## config.mk

```make
export PLATFORM = sky130hd
export DESIGN_NAME = debug_step_ctrl
export DESIGN_NICKNAME = d
export VERILOG_FILES = /design/src/rtl/mips_debug_pkg.sv /design/src/rtl/debug_tx_serializer.sv /design/src/rtl/debug_step_ctrl.sv
export SDC_FILE = /design/constraint.sdc
export NUM_CORES = 1
export LEC_CHECK = 0
export ABC_AREA = 1
export BUFFER_PORTS_ARGS = -buffer_cell sky130_fd_sc_hd__buf_2
export CORE_MARGIN = 1
export CORE_UTILIZATION = 55
export DETAILED_ROUTE_END_ITERATION = 12
export HOLD_SLACK_MARGIN = 0.02
export MAX_ROUTING_LAYER = met4
export PLACE_DENSITY = 0.94
export SLEW_MARGIN = 15
export SYNTH_ARGS = -nofsm -noshare
export SYNTH_HDL_FRONTEND = slang
export SYNTH_SLANG_ARGS = --single-unit
```

## constraint.sdc

```tcl
create_clock -name i_clock -period 2.7 [get_ports i_clock]
set_clock_uncertainty 0.15 [all_clocks]
set_input_delay 0.81 -clock i_clock [delete_from_list [all_inputs] [get_ports i_clock]]
set_output_delay 0.81 -clock i_clock [all_outputs]
set_load 0.02 [all_outputs]
```

## src/rtl/mips_debug_pkg.sv

```systemverilog
// Shared types and constants for the debug step controller.
// Build option: DEBUG_CYCLE_COUNT_EN appends a cycle counter to every report.
package mips_debug_pkg;

  typedef enum logic [2:0] {
    ST_IDLE,
    ST_RUN,
    ST_STEP,
    ST_LATCH,
    ST_SEND,
    ST_DONE
  } state_e;

  localparam logic [7:0] CMD_RUN_DEF    = 8'h63;
  localparam logic [7:0] CMD_STEP_DEF   = 8'h73;
  localparam logic [7:0] CMD_REPORT_DEF = 8'h72;

  // Number of bytes in one report: PC only, or PC followed by the cycle counter.
  function automatic int report_bytes(input int data_width);
`ifdef DEBUG_CYCLE_COUNT_EN
    return 2 * (data_width / 8);
`else
    return data_width / 8;
`endif
  endfunction

  localparam int REPORT_BYTES = report_bytes(32);

endpackage

```

## src/rtl/debug_tx_serializer.sv

```systemverilog
// Parallel-load byte shifter with a valid/ready handshake toward the UART
// transmitter. Sends MSB first; o_done pulses on the accept of the last byte.
module debug_tx_serializer #(
  parameter int NBYTES = 4
) (
  input  logic                  i_clock,
  input  logic                  i_reset,
  input  logic                  i_load,
  input  logic [NBYTES*8-1:0]   i_load_data,
  input  logic                  i_tx_ready,
  output logic [7:0]            o_tx_data,
  output logic                  o_tx_valid,
  output logic                  o_done
);

  localparam int IW = (NBYTES > 1) ? $clog2(NBYTES) : 1;

  logic [NBYTES*8-1:0] shift_q, shift_d;
  logic [IW-1:0]       idx_q, idx_d;
  logic                valid_q, valid_d;

  // Next-state for the shifter: load, hold under back-pressure, or advance on accept.
  always_comb begin
    shift_d = shift_q;
    idx_d   = idx_q;
    valid_d = valid_q;
    o_done  = 1'b0;
    if (i_load) begin
      shift_d = i_load_data;
      idx_d   = IW'(NBYTES - 1);
      valid_d = 1'b1;
    end else if (valid_q && i_tx_ready) begin
      if (idx_q == '0) begin
        // Last byte taken: clear everything so no stale byte lingers.
        shift_d = '0;
        valid_d = 1'b0;
        o_done  = 1'b1;
      end else begin
        shift_d = shift_q << 8;
        idx_d   = idx_q - 1'b1;
      end
    end
  end

  // Shifter registers with synchronous reset.
  always_ff @(posedge i_clock) begin
    if (i_reset) begin
      shift_q <= '0;
      idx_q   <= '0;
      valid_q <= 1'b0;
    end else begin
      shift_q <= shift_d;
      idx_q   <= idx_d;
      valid_q <= valid_d;
    end
  end

  assign o_tx_data  = shift_q[NBYTES*8-1 -: 8];
  assign o_tx_valid = valid_q;

endmodule

```

## src/rtl/debug_step_ctrl.sv

```systemverilog
// Debug-side run/step controller between the UART and the core.
// Build option: DEBUG_CYCLE_COUNT_EN adds a stepped-cycle counter to reports.
//
// state | meaning
// IDLE  | waiting for a command byte
// RUN   | free-running, o_step held high until halt is seen
// STEP  | single advance cycle in progress
// LATCH | capture PC (and counter) into the serializer
// SEND  | report bytes going out to the transmitter
// DONE  | core halted; only report requests are honoured
module debug_step_ctrl
  import mips_debug_pkg::*;
#(
  parameter int         DATA_WIDTH = 32,
  parameter logic [7:0] CMD_RUN    = CMD_RUN_DEF,
  parameter logic [7:0] CMD_STEP   = CMD_STEP_DEF,
  parameter logic [7:0] CMD_REPORT = CMD_REPORT_DEF
) (
  input  logic                  i_clock,
  input  logic                  i_reset,
  input  logic [7:0]            i_rx_data,
  input  logic                  i_rx_valid,
  input  logic                  i_haltsignal,
  input  logic [DATA_WIDTH-1:0] i_pc,
  input  logic                  i_tx_ready,
  output logic                  o_start,
  output logic                  o_step,
  output logic [7:0]            o_tx_data,
  output logic                  o_tx_valid,
  output logic                  o_busy
);

  localparam int NBYTES = report_bytes(DATA_WIDTH);

  state_e state_q, state_d;
  logic   start_q, start_d;
  logic   step_q, step_d;
  logic   load;
  logic   tx_done;
  logic [NBYTES*8-1:0] load_data;

`ifdef DEBUG_CYCLE_COUNT_EN
  logic [DATA_WIDTH-1:0] cnt_q, cnt_d;

  // Count cycles in which the pipeline actually advanced.
  always_comb begin
    cnt_d = cnt_q;
    if (step_q && !i_haltsignal) cnt_d = cnt_q + 1'b1;
  end

  // Counter register.
  always_ff @(posedge i_clock) begin
    if (i_reset) cnt_q <= '0;
    else         cnt_q <= cnt_d;
  end

  assign load_data = {i_pc, cnt_q};
`else
  assign load_data = i_pc;
`endif

  // Command decode and sequencing; commands arriving outside IDLE/DONE are dropped.
  always_comb begin
    state_d = state_q;
    start_d = start_q;
    step_d  = step_q;
    load    = 1'b0;
    case (state_q)
      ST_IDLE: begin
        if (i_rx_valid) begin
          if (i_rx_data == CMD_RUN) begin
            start_d = 1'b1;
            step_d  = 1'b1;
            state_d = ST_RUN;
          end else if (i_rx_data == CMD_STEP) begin
            // A halted core cannot advance, so a step just reports.
            if (i_haltsignal) begin
              state_d = ST_LATCH;
            end else begin
              start_d = 1'b1;
              step_d  = 1'b1;
              state_d = ST_STEP;
            end
          end else if (i_rx_data == CMD_REPORT) begin
            state_d = ST_LATCH;
          end
        end
      end
      ST_RUN: begin
        if (i_haltsignal) begin
          step_d  = 1'b0;
          state_d = ST_LATCH;
        end
      end
      ST_STEP: begin
        step_d  = 1'b0;
        state_d = ST_LATCH;
      end
      ST_LATCH: begin
        load    = 1'b1;
        state_d = ST_SEND;
      end
      ST_SEND: begin
        if (tx_done) state_d = i_haltsignal ? ST_DONE : ST_IDLE;
      end
      ST_DONE: begin
        if (i_rx_valid && i_rx_data == CMD_REPORT) state_d = ST_LATCH;
      end
      default: state_d = ST_IDLE;
    endcase
  end

  // FSM and enable registers.
  always_ff @(posedge i_clock) begin
    if (i_reset) begin
      state_q <= ST_IDLE;
      start_q <= 1'b0;
      step_q  <= 1'b0;
    end else begin
      state_q <= state_d;
      start_q <= start_d;
      step_q  <= step_d;
    end
  end

  debug_tx_serializer #(.NBYTES(NBYTES)) u_ser (
    .i_clock     (i_clock),
    .i_reset     (i_reset),
    .i_load      (load),
    .i_load_data (load_data),
    .i_tx_ready  (i_tx_ready),
    .o_tx_data   (o_tx_data),
    .o_tx_valid  (o_tx_valid),
    .o_done      (tx_done)
  );

  assign o_start = start_q;
  assign o_step  = step_q;
  assign o_busy  = (state_q != ST_IDLE) && (state_q != ST_DONE);

endmodule

```

==> results by group <==
Status
  • Status: complete, no violations

Clock network
  • CTS clk-pin slew, worst paths: 0.07 ns
  • Post-CTS Resized: 0
  • Hold buffer count at cts: 0
  • CTS Buf Count: 5
  • Clk_lat worst skew: 0.29 ns
  • Setup Buffers After CTS: 0
  • Htree depth: 2
  • CTS tree: done
  • CTS root buf: clkbuf_8
  • CTS sink cnt: 40
  • Clock buffer depth: 2

Setup path
  • Max stage delay cell, worst path: dfxtp_1
  • Crit. End Element: output port
  • CP startpoint kind: register
  • CP max FO: 4
  • Cell mode on critical path: nor2_1
  • Worst Reg-to-Reg Cells: 9
  • Crit path DAT: 1.37 ns
  • CP Class: register to output port
  • Critical-path cell list: nor2_1 -> nand2_1 -> inv_1 -> nor2_1 -> buf_2
  • Max stage delay on crit path: roughly 0.36 ns
  • Worst path required time: 1.74 ns

STA
  • Slew margin rel.: 67.0%
  • RSZ-0062 raised after global routing: false
  • Clock period minus worst slack: around 2.3 ns
  • Post-route clock period utilization: 86.3%
  • Worst Tran Pin Value: slightly below 0.5 ns
  • Fin. Hold Viols: 0
  • Setup TNS: 0 ns
  • Fin. max-slew vios: 0
  • Final Setup Violations: 0
  • Top achievable clock speed: 429 MHz

Flow run
  • Max Cap Viol: 0

Detailed routing
  • Final ANT Viol Nets: 0
  • Vias after detailed routing: 1919
  • First-pass DRT Iterations: 4
  • DRC Markers: 0
  • Vias per cell: roughly 4.8
  • DRT iter0 DRCs: 107
  • WL final: roughly 4000 um
  • WL/cell: 9.79 um

Synthesis
  • Synth top area cells: dfxtp_1 (39%), nand2_1 (24%), inv_1 (7.9%)
  • Register area share after synthesis: ~39%
  • Synth warnings: 0
  • Cell variety after synth: 24
  • Syn_area_per_cell: 6.53 um2
  • Synth Instances: 311
  • Synth area leader: dfxtp_1
  • Synth top area share: 39.4%
  • Mapped cell area: 2030 um2
  • Yosys reg bits: 40
  • Syn_nets: 357

Placed design
  • Final Wtd Congestion: 0.857
  • PortBufs: 56
  • Placed insts: 396
  • Detail Placement HPWL: roughly 2800 um

Worst hold path
  • HP Class: register to register
  • WHS Path Cells: 2

Die
  • Io pins: 57
  • CORE AREA: 3440 um2
  • Die Y: 62.8 um
  • Row Count: 21
  • Die Area: approximately 4000 um2
  • Starting density of the core: 59.0%
  • Die W: around 63 um

Global routing
  • Largest net degree at the start of global routing: 34
  • Total track usage: approximately 22%
  • First-pass GRT wire length: 6740 um
  • GRT overflow: 0
  • Initial antenna violation count: 0
  • Vias in the first global route: 1653

Finish
  • Layout area overhead: 15.1%
  • Antenna diode count: 0
  • Layout cells sized above 1: 21.8%
  • FILL cells: 311
  • Final net count: roughly 400
  • Non-filler cells, final: 404

Pwr
  • Max rail drop VDD: between 0.0004 and 0.0005 V
  • Final Power: 1.42 mW
  • Leak: 1.29 nW
  • PD cells: roughly 600 nW/um2
==> registers in the layout, summed over array words and instances, names as in the netlist <==
name              count
u_ser.idx_q           2
o_step                1
state_q               3
u_ser.shift_q        32
o_start               1
u_ser.o_tx_valid      1
==> routing by layer <==
layer  part of all wire, %  vias to the layer above  GRT usage [%]  routed length [um]
met2                    46                       65           35.7                1820
met3                   5.7                        5           4.93                 225
met1                    47                      824           26.5                1850
met4                   1.5                        0           9.59                  58
li1                      -                     1025              -                   -
met5                     0                        -              -                   0
==> stage by stage <==
stage | util, % | hold slack (ns) | instance area (um2) | worst slack [ns]
floorplan | - | 0.289 | 2030 | 0.812
global placement | 65.3 | 0.294 | 2250 | 0.670
detailed placement | 65.3 | 0.291 | 2250 | 0.614
CTS | 68.0 | 0.306 | 2340 | 0.365
global route | 68.0 | 0.315 | 2340 | 0.247
finish | 68.0 | 0.306 | 2340 | 0.370
==> synth_stat cells (all sizes together) <==
| cell type | number |
|---|---|
| o21ai | 3 |
| nand4 | 1 |
| dfxtp | 40 |
| nand2 | 132 |
| buf | 17 |
| nor2 | 19 |
| nor3 | 1 |
| ha | 1 |
| o211ai | 6 |
| inv | 47 |
| nand3b | 1 |
| nand3 | 25 |
| clkinv | 1 |
| a221oi | 1 |
| a21oi | 14 |
| clkbuf | 2 |
==> cell type report <==
class | count | area (um2) | area share, %
Tap cell | 46 | 57.6 | 2.46
Sequential cell | 40 | 801 | 34.2
Multi-Input combinational cell | 204 | 913 | 39.0
Clock inverter | 2 | 10.0 | 0.428
Inverter | 48 | 180 | 7.70
Timing Repair Buffer | 58 | 295 | 12.6
Clock buffer | 6 | 82.6 | 3.53
==> power breakdown <==
| group | internal [mW] | leakage [nW] | switching [mW] |
|---|---|---|---|
| sequential | 0.624 | 0.322 | 0.0270 |
| clock | 0.204 | 0.0510 | 0.204 |
| combinational | 0.126 | 0.914 | 0.230 |
==> critical path, delay by kind of cell, from the launching register on <==
kind | cells | cell delay (ns)
buf+inv | 2 | 0.27
flops | 1 | 0.36
simple gates | 3 | 0.45
==> cell usage in the layout, fill, tap and decap left out <==
| master | count |
|---|---|
| a21oi_1 | 14 |
| a221oi_2 | 1 |
| buf_2 | 56 |
| buf_4 | 2 |
| clkbuf_8 | 6 |
| clkinv_1 | 1 |
| clkinv_2 | 2 |
| dfxtp_1 | 40 |
| ha_1 | 1 |
| inv_1 | 43 |
| inv_2 | 4 |
| nand2_1 | 129 |
| nand2_2 | 2 |
| nand2_4 | 1 |
| nand3_1 | 22 |
| nand3_2 | 1 |
| nand3_4 | 2 |
| nand3b_1 | 1 |
| nand4_1 | 1 |
| nor2_1 | 18 |
| nor2_2 | 1 |
| nor3_1 | 1 |
| o211ai_1 | 6 |
| o21ai_0 | 3 |
==> cell families (layout without fill, tap and decap cells) <==
group	Yosys count	count (layout)	synth area share, %
AOI/OAI and AO/OA	24	24	7.14
adders and majority gates	1	1	0.616
buffers and inverters	67	114	15.6
DFF	40	40	39.4
and+or+nand+nor	179	179	37.2
==> path summary, 6_finish.rpt <==
check / slack (ns) / startpoint / end
max reg2reg: 1.05 / u_ser.idx_q[0] / u_ser.shift_q[21]
min: 0.31 / o_start / o_start
max: 0.37 / state_q[1] / o_busy
min reg2reg: 0.31 / o_start / o_start
No activity file was read; power rests on OpenSTA's default activity.
